[src/rtl/dp_pkg.sv]
`default_nettype none
// ============================================================================
// Module      : dp_pkg
// Description : Shared definitions for the 16-bit multicycle datapath.
//               Holds the sequencer phase encoding and the PC step size,
//               so the controller and the branch target unit agree on them.
// Contents    : c_phase_w     - width of the phase/state encoding
//               c_instr_bytes - PC increment per instruction
//               state_t       - FETCH/DECODE/RESOLVE phase encoding
// Revision    : 1.0 - initial release
// ============================================================================
package dp_pkg;

    localparam int c_phase_w     = 2;
    localparam int c_instr_bytes = 2;

    // Code 2'd3 is deliberately left unassigned; it is treated as illegal.
    typedef enum logic [c_phase_w-1:0] {
        FETCH   = 2'd0,
        DECODE  = 2'd1,
        RESOLVE = 2'd2
    } state_t;

endpackage

`default_nettype wire

[src/rtl/branch_adder.sv]
`default_nettype none
// ============================================================================
// Module      : branch_adder
// Description : Purely combinational WIDTH-bit adder. The sum wraps modulo
//               2^WIDTH, which gives two's-complement behaviour for signed
//               branch offsets.
// Ports       : i_a   [WIDTH-1:0] - first operand
//               i_b   [WIDTH-1:0] - second operand
//               o_sum [WIDTH-1:0] - i_a + i_b, carry out discarded
// Revision    : 1.0 - initial release
// ============================================================================
module branch_adder #(
    parameter int WIDTH = 16
) (
    input  logic [WIDTH-1:0] i_a,
    input  logic [WIDTH-1:0] i_b,
    output logic [WIDTH-1:0] o_sum
);

    assign o_sum = i_a + i_b;

endmodule

`default_nettype wire

[src/rtl/branch_target_unit.sv]
`default_nettype none
// ============================================================================
// Module      : branch_target_unit
// Description : Program-counter sequencer for the 16-bit multicycle datapath.
//               FETCH computes PC+INSTR_BYTES. DECODE latches the branch
//               target, which is pc_plus2 + extshift. RESOLVE commits the
//               next PC once the ALU reports the branch outcome.
// Ports       : clk           - system clock, rising edge
//               reset         - synchronous, active-high reset
//               stall         - freezes state and registers
//               extshift      - word-scaled signed branch offset (DECODE)
//               is_branch     - conditional branch (RESOLVE)
//               is_jump       - absolute jump (RESOLVE)
//               jump_addr     - absolute jump target, bit 0 ignored
//               zero          - ALU zero flag, branch taken when 1
//               resolve_valid - ALU flags valid this cycle
//               pc            - current PC / instruction-memory address
//               pc_plus2      - registered PC + INSTR_BYTES
//               branch_target - registered pc_plus2 + extshift
//               ir_load       - instruction register load strobe (FETCH)
//               taken         - one-cycle redirect strobe
//               phase         - current state encoding
// Revision    : 1.0 - initial release
// ============================================================================
module branch_target_unit
    import dp_pkg::*;
#(
    parameter int               WIDTH       = 16,
    parameter logic [WIDTH-1:0] RESET_PC    = '0,
    parameter int               INSTR_BYTES = c_instr_bytes
) (
    input  logic                 clk,
    input  logic                 reset,
    input  logic                 stall,
    input  logic [WIDTH-1:0]     extshift,
    input  logic                 is_branch,
    input  logic                 is_jump,
    input  logic [WIDTH-1:0]     jump_addr,
    input  logic                 zero,
    input  logic                 resolve_valid,
    output logic [WIDTH-1:0]     pc,
    output logic [WIDTH-1:0]     pc_plus2,
    output logic [WIDTH-1:0]     branch_target,
    output logic                 ir_load,
    output logic                 taken,
    output logic [c_phase_w-1:0] phase
);

    localparam logic [WIDTH-1:0] c_inc        = WIDTH'(INSTR_BYTES);
    localparam logic [WIDTH-1:0] c_align_mask = {{(WIDTH-1){1'b1}}, 1'b0};

    state_t           r_state;
    state_t           w_state_next;
    logic [WIDTH-1:0] r_pc;
    logic [WIDTH-1:0] r_pc_plus2;
    logic [WIDTH-1:0] r_branch_target;
    logic             r_taken;

    logic [WIDTH-1:0] w_pc_inc;
    logic [WIDTH-1:0] w_target;
    logic             w_commit;
    logic             w_redirect;
    logic [WIDTH-1:0] w_pc_next;

    // PC + INSTR_BYTES, consumed in FETCH.
    branch_adder #(
        .WIDTH (WIDTH)
    ) u_inc_adder (
        .i_a   (r_pc),
        .i_b   (c_inc),
        .o_sum (w_pc_inc)
    );

    // pc_plus2 + extshift, consumed in DECODE.
    branch_adder #(
        .WIDTH (WIDTH)
    ) u_target_adder (
        .i_a   (r_pc_plus2),
        .i_b   (extshift),
        .o_sum (w_target)
    );

    // A resolve presented under stall is dropped, so the controller has to
    // present it again.
    assign w_commit   = (r_state == RESOLVE) && resolve_valid && !stall;
    assign w_redirect = is_jump || (is_branch && zero);

    always_comb begin
        w_pc_next = r_pc_plus2;
        if (is_jump) begin
            w_pc_next = jump_addr & c_align_mask;
        end else if (is_branch && zero) begin
            w_pc_next = r_branch_target;
        end
    end

    // ------------------------------------------------------------------
    // State register
    // ------------------------------------------------------------------
    always_ff @(posedge clk) begin
        if (reset) begin
            r_state <= FETCH;
        end else if (!stall) begin
            r_state <= w_state_next;
        end
    end

    // ------------------------------------------------------------------
    // Next-state logic
    // ------------------------------------------------------------------
    always_comb begin
        w_state_next = r_state;
        case (r_state)
            FETCH:   w_state_next = DECODE;
            DECODE:  w_state_next = RESOLVE;
            RESOLVE: if (resolve_valid) w_state_next = FETCH;
            default: w_state_next = FETCH;  // illegal code 2'd3 recovers
        endcase
    end

    // ------------------------------------------------------------------
    // Datapath registers
    // ------------------------------------------------------------------
    always_ff @(posedge clk) begin
        if (reset) begin
            r_pc            <= RESET_PC;
            r_pc_plus2      <= RESET_PC + c_inc;
            r_branch_target <= '0;
            r_taken         <= 1'b0;
        end else begin
            // taken is a pulse. It must also clear while stalled.
            r_taken <= w_commit && w_redirect;
            if (!stall) begin
                case (r_state)
                    FETCH:   r_pc_plus2      <= w_pc_inc;
                    DECODE:  r_branch_target <= w_target;
                    RESOLVE: if (resolve_valid) r_pc <= w_pc_next;
                    default: ;
                endcase
            end
        end
    end

    assign pc            = r_pc;
    assign pc_plus2      = r_pc_plus2;
    assign branch_target = r_branch_target;
    assign taken         = r_taken;
    assign phase         = r_state;
    assign ir_load       = (r_state == FETCH) && !stall && !reset;

endmodule

`default_nettype wire

[config.mk]
export PLATFORM = sky130hd
export DESIGN_NAME = branch_target_unit
export DESIGN_NICKNAME = d
export VERILOG_FILES = /design/src/rtl/dp_pkg.sv /design/src/rtl/branch_adder.sv /design/src/rtl/branch_target_unit.sv
export SDC_FILE = /design/constraint.sdc
export NUM_CORES = 1
export LEC_CHECK = 0
export ABC_AREA = 1
export CAP_MARGIN = 20
export CORE_MARGIN = 5
export CORE_UTILIZATION = 44
export DETAILED_ROUTE_END_ITERATION = 12
export PLACE_DENSITY = 0.76
export SETUP_SLACK_MARGIN = 0.5
export SLEW_MARGIN = 20
export SYNTH_ARGS = -nofsm -noshare
export SYNTH_HDL_FRONTEND = slang
export SYNTH_SLANG_ARGS = --single-unit
[constraint.sdc]
create_clock -name clk -period 1.8 [get_ports clk]
set_input_delay 0.45 -clock clk [delete_from_list [all_inputs] [get_ports clk]]
set_output_delay 0.45 -clock clk [all_outputs]
set_load 0.01 [all_outputs]
==> results of run 1 <==
[power by group]
part           total, W  switching, W  internal (W)
Combinational   0.00123      0.000640      0.000592
Sequential      0.00126     0.0000797       0.00119
Clock          0.000978      0.000424      0.000555
[layout by cell type, fill, tap and decap left out, types with 7 or more instances in the layout]
| cell | synthesis | final |
|---|---|---|
| inv_1 | 103 | 96 |
| nand2_1 | 118 | 91 |
| buf_4 | 2 | 69 |
| nor2_1 | 44 | 40 |
| buf_6 | 1 | 39 |
| buf_2 | 6 | 30 |
| dfxtp_2 | 0 | 29 |
| a21oi_1 | 46 | 24 |
| o21ai_1 | 1 | 22 |
| nand2_2 | 1 | 21 |
| dfxtp_4 | 0 | 20 |
| a21oi_2 | 0 | 19 |
| o211ai_1 | 19 | 19 |
| o21ai_0 | 45 | 19 |
| clkdlybuf4s50_1 | 0 | 17 |
| ha_4 | 0 | 15 |
| dlygate4sd2_1 | 0 | 15 |
| nand3_2 | 2 | 14 |
| nand3_1 | 32 | 14 |
| nand2_4 | 1 | 8 |
| clkdlybuf4s15_1 | 0 | 7 |
[repair_timing]
action,CTS,global route
buffers inserted,45,17
gates resized for setup,341,114
setup endpoints to repair,101,74
gates cloned,0,1
pin swaps,44,38
hold endpoints to repair,0,0
[through the flow]
step                      cell area [um^2]  cells  setup slack (ns)  hold WS (ns)  total power (W)
after floorplan                       3690    534             0.118         0.489          0.00181
after global placement                4890    740            -0.430         0.485          0.00223
final                                 5960    811             0.112         0.420          0.00347
after global routing                  5960    811            0.0223         0.442          0.00364
after CTS                             5460    793             0.173         0.500          0.00330
after detailed placement              4890    740            -0.467         0.489          0.00226
[metal layers]
layer,wire length [um],up-vias,global-route usage,share of wire
met2,6670,207,0.431,0.50
met1,5120,1989,0.292,0.39
li1,-,2057,-,-
met5,0,-,0,0
met3,921,53,0.0593,0.069
met4,567,0,0.0966,0.043
[cells by family (layout without fill, tap and decap cells)]
kind of cell    count (synthesis)  in the layout  synth area share
simple gates                  215            215             0.274
buf+inv                       125            300             0.150
compound gates                114            114             0.183
flops                          51             51             0.299
fa+ha+maj                      17             17            0.0644
xor+xnor                       12             12            0.0307
[worst paths after layout]
| check | to | slack, ns | depth (start not counted) |
|---|---|---|---|
| worst min register to register | branch_target[1] | 0.50 | 2 |
| worst min-delay path | phase[0] | 0.42 | 3 |
| worst max-delay path | branch_target[12] | 0.11 | 11 |
| worst max register to register | branch_target[12] | 0.11 | 11 |
[flip-flops by register name, indices dropped and copies added (netlist names)]
signal         count
branch_target     16
pc                16
pc_plus2          16
phase              2
taken              1
[worst max-delay path, stage by stage (launching register included)]
cell and delay, ns:
dfxtp_4 0.37, ha_4 0.16, fa_2 0.37, nand3_2 0.11, nand3_4 0.08, buf_4 0.15, nand3_4 0.06, nand3_2 0.06
nand2_2 0.08, nand3_2 0.05, nand2_1 0.07, inv_1 0.04
[layout make-up]
cell class	count	area, um^2
Multi-Input combinational cell	358	2520
Fill cell	477	1690
Timing Repair Buffer	187	1630
Sequential cell	51	1130
Inverter	105	407
Tap cell	102	128
Clock buffer	5	68.8
Clock inverter	3	67.6
==> summary.md, run 1 <==
| Metric | Value |
|---|---|
| Pleak | 3.01 nW |
| Synthesis Warnings | 0 |
| Worst hold-check path type | input pin to flip-flop |
| Die ar. | 9630 um^2 |
| Gr ovfl total | 0 |
| Final Slew Violations | 0 |
| Residual DRC | 0 |
| Syn_nets | 590 |
| Total GRT Usage | 0.247 |
| Post-synth top cells | 118 x nand2_1, 103 x inv_1, 51 x dfxtp_1, 46 x a21oi_1, 45 x o21ai_0 |
| Die Ht | 98.2 um |
| Most common cell in the netlist | nand2_1 |
| Critical path class | flip-flop to flip-flop |
| Crit path DAT | 1.91 ns |
| Vias in the first global route | 4205 |
| Library cells used by synthesis | 31 |
| Clock skew | 0.00581 ns |
| Post-Syn Area | 3420 um^2 |
| Initial Util | 0.447 |
| WL/cell | 16.4 um |
| Final nets | 764 |
| Initial DRC Count | 370 |
| First-pass GRT wire length | 19700 um |
| CTS sink cnt | 51 |
| Pre-antenna DRT Iters | 5 |
| RSZ-0062 raised after global routing | yes |
| Total number of vias | 4306 |
| Largest net degree at the start of global routing | 33 |
| Top Ports | 91 |
| Final Wtd Congestion | 0.871 |
| Post-synth EDFFs | 0 |
| VDD IR max | 432 uV |
| Post-synthesis sequential area ratio | 0.299 |
| WP data required | 2.03 ns |
| Initial antenna violation count | 0 |
| Setup TNS Final | 0 ns |
| FP Rows | 32 |
| Clock root buffer | clkbuf_8 |
| Critical-path maximum fanout | 3 |
| Fin util | 0.780 |
| Die width | 98.2 um |
| Max clock buf depth | 2 |
| Final WL | 13300 um |
| Reg clk slew, reported paths | 0.10 ns |
| H-tree depth | 2 |
| Number of hold buffers added after cts | 0 |
| Max Fclk | 0.592 GHz |
| Synth top area share | 0.299 |
| Post-DRT Antenna Nets | 0 |
| DR vias/cell | 5.31 |
| Syn-to-layout area delta | 74.4% |
| Worst-Skew Late Latency | 0.32 ns |
| Least-Margin Pin Slew | 0.354 ns |
| Syn avg cell area | 6.40 um^2 |
| Detail Placement HPWL | 8420 um |
| CTS tree | done |
| Hold Crit Start | stall |
| Post-synth top area cell | dfxtp_1 |
| Clock period minus worst slack | 1.69 ns |
| Core region area | 7650 um^2 |
| Pwr/cell area | 583 nW/um^2 |
| Most area-consuming cells after synthesis | dfxtp_1 30%, nand2_1 13%, inv_1 11%, a21oi_1 6.7%, o21ai_0 6.6% |
| Synth Instances | 534 |
| IO Port Bufs | 89 |
| Diodes inserted | 0 |
| Post-synth ARST share | 0 |
| Hold Vio Cnt, Final | 0 |
| #FFs+latches synth | 51 |
| Status | finished, final reports clean |
| Worst slew margin | 0.762 |
| TritonCTS buffer count | 5 |
| Crit Reg-Reg Startpoint | pc_plus2[0] |
| Final setup vio count | 0 |
| Tcrit/Tclk final | 0.938 |
| Crit path from | pc_plus2[0] |
| Share of layout cells above drive strength 1 | 0.453 |
| Max_cap viols | 0 |
| CP Capture Type | flip-flop |
| Most used DFF post-synth | dfxtp_1 |
| Startpoint Class | flip-flop |
No activity file was read; power rests on OpenSTA's default activity.
==> run 2, diff against run 1 <==
Settings changed: CORE_UTILIZATION 44 to 58, DONT_BUFFER_PORTS set to 1, PLACE_DENSITY 0.76 to 0.75.
==> run 2 against run 1 <==
- via count shrank 11%
- global-route usage grew 3.8 points
- combinational power shrank 26%
- largest power group unchanged
==> summary.md, run 2 (synthesis results as in run 1) <==
| Metric | Value |
|---|---|
| Share of layout cells above drive strength 1 | 0.317 |
| Fin Hold WS | 0.190 ns |
| Pre-antenna DRT Iters | 6 |
| Initial antenna violation count | 0 |
| Tcrit/Tclk final | 0.960 |
| Max_cap viols | 0 |
| Final setup vio count | 0 |
| Worst hold-check path type | input pin to flip-flop |
| First-pass GRT wire length | 17000 um |
| IO Port Bufs | 0 |
| Final instance area | 4620 um^2 |
| Residual DRC | 0 |
| Hold Vio Cnt, Final | 0 |
| Fillcell total | 386 |
| TritonCTS buffer count | 5 |
| Clock skew | 0.0119 ns |
| Final nets | 630 |
| Status | finished, final reports clean |
| Worst-Skew Late Latency | 0.32 ns |
| Top Ports | 91 |
| WP data required | 2.00 ns |
| Max Fclk | 0.578 GHz |
| Die Ht | 86.8 um |
| Total GRT Usage | 0.285 |
| Detail Placement HPWL | 7810 um |
| CTS sink cnt | 51 |
| CP Capture Type | flip-flop |
| Largest net degree at the start of global routing | 33 |
| Diodes inserted | 0 |
| CP cell instances | ha_4, fa_2, nand3_2, nand3_4, buf_4, xor2_1, o21ai_1, inv_1 |
| Setup TNS Final | 0 ns |
| DR vias/cell | 5.86 |
| VDD IR max | 660 uV |
| Critical-path maximum fanout | 3 |
| Worst slew margin | 0.710 |
| CP peak stage delay | 0.36 ns |
| Gr ovfl total | 0 |
| Fin util | 0.795 |
| H-tree depth | 2 |
| FP Rows | 28 |
| Clock root buffer | clkbuf_8 |
| Startpoint Class | flip-flop |
| Reg clk slew, reported paths | 0.11 ns |
| Critical path class | flip-flop to flip-flop |
| Initial DRC Count | 261 |
| Pwr/cell area | 627 nW/um^2 |
| Core region area | 5820 um^2 |
| Area of the multi-input gates | 2470 um^2 |
| Commonest non-fill, non-tap cells in the layout | 97 x inv_1, 96 x nand2_1, 39 x nor2_1, 33 x buf_4, 31 x a21oi_1 |
| Total number of vias | 3812 |
| Pleak | 2.27 nW |
| Final Slew Violations | 0 |
| RSZ-0062 raised after global routing | yes |
| Vias in the first global route | 3516 |
| Die width | 86.8 um |
| Slowest CP cell | dfxtp_2 |
| Max clock buf depth | 2 |
| FF/Latch Area | 1090 um^2 |
| Least-Margin Pin Slew | 0.435 ns |
| Syn-to-layout area delta | 35.2% |
| Final Wtd Congestion | 0.877 |
| Post-DRT Antenna Nets | 0 |
| WL/cell | 18.8 um |
| Initial Util | 0.588 |
| Die ar. | 7530 um^2 |
| Dpl cell area | 3820 um^2 |
| Clock period minus worst slack | 1.73 ns |
| Crit path DAT | 1.93 ns |
| CTS tree | done |
| Final WL | 12200 um |
| Most common library cell in the layout ignoring fill and taps | inv_1 |
[run 2: cell types whose count changed in the layout (fill, tap and decap cells not counted), moves of 10 or more]
cell / before / now
buf_2: 30 / 0
buf_4: 69 / 33
buf_6: 39 / 17
clkdlybuf4s50_1: 17 / 0
dfxtp_1: 2 / 23
dfxtp_2: 29 / 13
dlygate4sd2_1: 15 / 0
o21ai_0: 19 / 29
[run 2: per-stage QoR]
step / total power, W / worst slack (ns) / std cells
after floorplan: 0.00181 / 0.118 / 534
after detailed placement: 0.00198 / -0.0241 / 610
final: 0.00290 / 0.0711 / 650
after global placement: 0.00196 / 0.0465 / 610
after CTS: 0.00272 / 0.171 / 632
after global routing: 0.00304 / 0.0237 / 650
[run 2: path summary, 6_finish.rpt]
check / from / end / slack (ns) / depth (start not counted)
max: pc_plus2[0] / branch_target[4] / 0.07 / 8
min reg2reg: pc[1] / pc_plus2[1] / 0.53 / 1
min: reset / phase[1] / 0.19 / 1
max reg2reg: pc_plus2[0] / branch_target[4] / 0.07 / 8
[run 2: worst max-delay path, delay by kind of cell (launching register included)]
family	cells	cell delay [ns]
fa+ha+maj	2	0.51
simple gates	2	0.19
compound gates	1	0.20
buf+inv	2	0.21
flops	1	0.36
xor+xnor	1	0.14
[run 2: what timing repair did]
action                     in CTS  in global routing
buffers inserted               13                 17
resized for setup              66                 83
cloned                          1                  1
setup endpoints to repair      58                 54
pin swaps                      36                 27
hold buffers                    0                  0
[run 2: layout make-up]
cell class                 count  area share
clock buffer                   5      0.0149
clock inverter                 3     0.00406
multi-input combinational    360       0.534
sequential                    51       0.236
timing repair buffer          51      0.0993
inverter                     105      0.0912
tap                           75      0.0203
[run 2: routing by layer]
layer,part of all wire,GRT usage,wire [um],vias up
met5,0,0,0,-
met4,0.041,0.0807,499,0
met3,0.094,0.0837,1150,43
met2,0.49,0.491,6030,219
met1,0.37,0.343,4530,1757
li1,-,-,-,1793
[run 2: where the power goes]
part / leakage [nW] / internal, W / switching (W)
sequential: 0.432 / 0.00119 / 0.000108
clock: 0.0483 / 0.000275 / 0.000423
combinational: 1.79 / 0.000388 / 0.000521
==> run 3, diff against run 2 <==
Settings changed: CORE_MARGIN 5 to 4, GPL_ROUTABILITY_DRIVEN set to 0.
==> run 3 against run 2 <==
- clock power is 10% higher
- worst setup slack better by 0.092 ns
- via count is 1.9% lower
- sequential share of layout area up 0.15 points
- routed wire length down 6.7%
- clock skew fell by 0.0033 ns
- global-route usage shrank 0.60 points
- maximum frequency increased by 5.6%
- combinational power fell by 6.7%
- sequential power hardly changed
- critical path type unchanged
- largest cell class unchanged
==> summary.md, run 3 (synthesis results as in run 1) <==
| Metric | Value |
|---|---|
| Status | finished, final reports clean |
| CP Capture Type | flip-flop |
| Clock period minus worst slack | 1.64 ns |
| Reg2reg setup slack | 0.16 ns |
| Initial antenna violation count | 0 |
| Hold Vio Cnt, Final | 0 |
| RSZ-0062 raised after global routing | yes |
| IO Port Bufs | 0 |
| Initial Util | 0.610 |
| Diodes inserted | 0 |
| Top Ports | 91 |
| Initial DRC Count | 217 |
| Setup TNS Final | 0 ns |
| Critical-path maximum fanout | 3 |
| Worst hold-check path type | input pin to flip-flop |
| Gr ovfl total | 0 |
| Met1 GRT Util | 0.313 |
| VDD IR max | 552 uV |
| Final WL | 11400 um |
| Share of layout cells above drive strength 1 | 0.309 |
| Die Ht | 84.8 um |
| Detail Placement HPWL | 7670 um |
| Clock skew | 0.00866 ns |
| WL/cell | 17.8 um |
| First-pass GRT wire length | 16300 um |
| Total GRT Usage | 0.279 |
| Commonest non-fill, non-tap cells in the layout | 98 x inv_1, 96 x nand2_1, 40 x nor2_1, 30 x a21oi_1 |
| Least-Margin Pin Slew | 0.482 ns |
| Max_cap viols | 0 |
| Fillcell total | 377 |
| Most common library cell in the layout ignoring fill and taps | inv_1 |
| CTS tree | done |
| DR vias/cell | 5.83 |
| WP data required | 2.02 ns |
| Final nets | 624 |
| Tcrit/Tclk final | 0.909 |
| Vias in the first global route | 3484 |
| Post-DRT Antenna Nets | 0 |
| Final instance area | 4570 um^2 |
| Total number of vias | 3738 |
| Clock root buffer | clkbuf_8 |
| FP Rows | 27 |
| Reg clk slew, reported paths | 0.10 ns |
| Core region area | 5610 um^2 |
| H-tree depth | 2 |
| CTS sink cnt | 51 |
| Max Fclk | 0.611 GHz |
| Dpl cell area | 3820 um^2 |
| Met2 usage | 0.491 |
| Worst-Skew Late Latency | 0.31 ns |
| Largest net degree at the start of global routing | 33 |
| GR peak layer | met2 |
| Final Slew Violations | 0 |
| Crit path DAT | 1.86 ns |
| Die width | 84.8 um |
| Global Route met3 Usage | 0.0834 |
| Startpoint Class | flip-flop |
| Max clock buf depth | 2 |
| Syn-to-layout area delta | 33.6% |
| Fin util | 0.815 |
| Critical path class | flip-flop to flip-flop |
| Design Power | 0.00290 W |
| Pre-antenna DRT Iters | 5 |
| Die ar. | 7190 um^2 |
| Worst slew margin | 0.676 |
| Pwr/cell area | 636 nW/um^2 |
| Pleak | 2.24 nW |
| TritonCTS buffer count | 5 |
| Final setup vio count | 0 |
| Residual DRC | 0 |
[run 3: final timing paths]
kind | start | to | cells after the start
worst max-delay path | pc_plus2[0] | branch_target[4] | 8
worst min-delay path | reset | phase[1] | 1
worst max register to register | pc_plus2[0] | branch_target[4] | 8
worst min register to register | phase[0] | phase[0] | 2
[run 3: per-layer routing]
metal	part of all wire	wire length, um
met2	0.50	5670
met3	0.081	927
met4	0.044	504
met5	0	0
met1	0.38	4290
[run 3: area by class of cell]
type,instances,area (um^2),area share
clock inverters,2,13.8,0.00301
repair buffers,47,464,0.102
well taps,72,90.1,0.0197
inverters,105,409,0.0895
flip-flops and latches,51,1090,0.238
clock buffers,6,93.8,0.0205
multi-input cells,358,2410,0.528
[run 3: through the flow]
step,instances,hold WS [ns],setup WS [ns]
final,641,0.182,0.163
after global placement,607,0.521,0.0414
after global routing,641,0.177,0.0388
after CTS,631,0.184,0.215
after detailed placement,607,0.528,0.0339
after floorplan,534,0.489,0.118
[run 3: where the power goes]
part	switching, W	total [W]	internal (W)
logic	0.000485	0.000848	0.000363
registers	0.000102	0.00129	0.00119
clock network	0.000409	0.000768	0.000359
total	0.000997	0.00290	0.00191
[run 3: repair_timing]
item                       4_1_cts  5_1_grt
resized for setup               64       76
setup endpoints to repair       57       56
hold buffers                     0        0
cloned                           0        2
buffers inserted                16        8
pin swaps                       36       27
[run 3: worst max-delay path, stage by stage (launching register included)]
cell     delay [ns]
dfxtp_2        0.35
ha_4           0.16
fa_2           0.36
nand3_2        0.11
nand3_4        0.10
buf_4          0.15
xor2_1         0.15
o21ai_1        0.12
inv_1          0.04
==> RTL change, RTL diff (flow settings as in run 3) <==
`WIDTH` is set to 16 in 2 places; all go to 32.
--- a/src/rtl/branch_adder.sv
+++ b/src/rtl/branch_adder.sv
@@ -10,7 +10,7 @@
 // Revision    : 1.0 - initial release
 // ============================================================================
 module branch_adder #(
-    parameter int WIDTH = 16
+    parameter int WIDTH = 32
 ) (
     input  logic [WIDTH-1:0] i_a,
     input  logic [WIDTH-1:0] i_b,
--- a/src/rtl/branch_target_unit.sv
+++ b/src/rtl/branch_target_unit.sv
@@ -25,7 +25,7 @@
 module branch_target_unit
     import dp_pkg::*;
 #(
-    parameter int               WIDTH       = 16,
+    parameter int               WIDTH       = 32,
     parameter logic [WIDTH-1:0] RESET_PC    = '0,
     parameter int               INSTR_BYTES = c_instr_bytes
 ) (
Interface: changed (5 resized); port bits go from 91 to 171. No check against the original RTL was run, so the function may have changed too.
==> RTL change against run 3 <==
The flow now stops in 5_1_grt; synthesized area grew 120%.
==> RTL change: results (changes against run 3) <==
| Metric | Value |
|---|---|
| Avg Cell Area, Syn | `6.05 um^2 (was 6.40 um^2)` |
| Synth Register Bits | `99 (was 51)` |
| DP Wirelength | `20,700 um (was 7670 um)` |
| Stopped at | `5_1_grt` |
| Port Buffers | `0 (unchanged)` |
| Pin count of the biggest net entering global routing | `57` |
| Tool error | `[ERROR DPL-0038] Utilization greater than 100%, impossible to legalize` |
| Top cells by area, synth | `dfxtp_1 27%, nand2_1 18%, inv_1 11% (was dfxtp_1 30%, nand2_1 13%, inv_1 11%)` |
| Placed Cells | `1,426 (was 607)` |
| Status | `stopped before the end (was complete, no violations)` |
| Synth unique cells | `36 (was 31)` |
| Prevailing post-synth register cell | `dfxtp_1 (unchanged)` |
| WEP type | `register input` |
| Max clock buf depth | `2 (unchanged)` |
| Ys async rst share | `0% (unchanged)` |
| Syn_nets | `1,326 (was 590)` |
| Total CTS buffers | `9 (was 5)` |
| Root Driver | `clkbuf_16 (was clkbuf_8)` |
| Yosys warning count | `0 (unchanged)` |
| Pre-CTS setup slack | `-0.107 ns (was 0.0339 ns)` |
| Worst Endpoint after GRT Repair | `pc_plus2[31]$_SDFFE_PP0P_/D` |
| H-tree levels | `3 (was 2)` |
| Register area share after synthesis | `26.8% (was 29.9%)` |
| Most frequent cells after synthesis | `355 x nand2_1, 226 x inv_1, 110 x nor2_1, 99 x dfxtp_1, 91 x nand3_1 (was 118 x nand2_1, 103 x inv_1, 51 x dfxtp_1, 46 x a21oi_1, 45 x o21ai_0)` |
[RTL change: changes by cell type after synthesis, moves of 16 or more]
cell	change
dfxtp_1	+48
nand3_1	+59
inv_1	+123
a21oi_1	+20
ha_1	+16
o221a_2	+19
clkbuf_1	+24
nand2_1	+237
nor2_1	+66
o21bai_1	+18
xor2_1	+18
[RTL change: what timing repair did]
action                                  CTS
cloned                                   11
endpoints found under the setup margin  130
pin swaps                               106
setup buffers                            39
resized for setup                       324
hold buffers                              0
endpoints found under the hold margin     0
[RTL change: kinds of logic after synthesis]
kind of cell | Yosys count | synth area share, %
compound gates | 196 | 16.8
xor+xnor | 28 | 3.32
fa+ha+maj | 33 | 5.69
buf+inv | 269 | 13.9
flops | 99 | 26.8
mux | 2 | 0.271
simple gates | 595 | 33.2
[RTL change: stage by stage]
step	area, um^2	hold WS (ns)
2_1_floorplan	8260	0.454
3_3_place_gp	8850	0.514
4_1_cts	10900	0.149
3_5_place_dp	8850	0.515
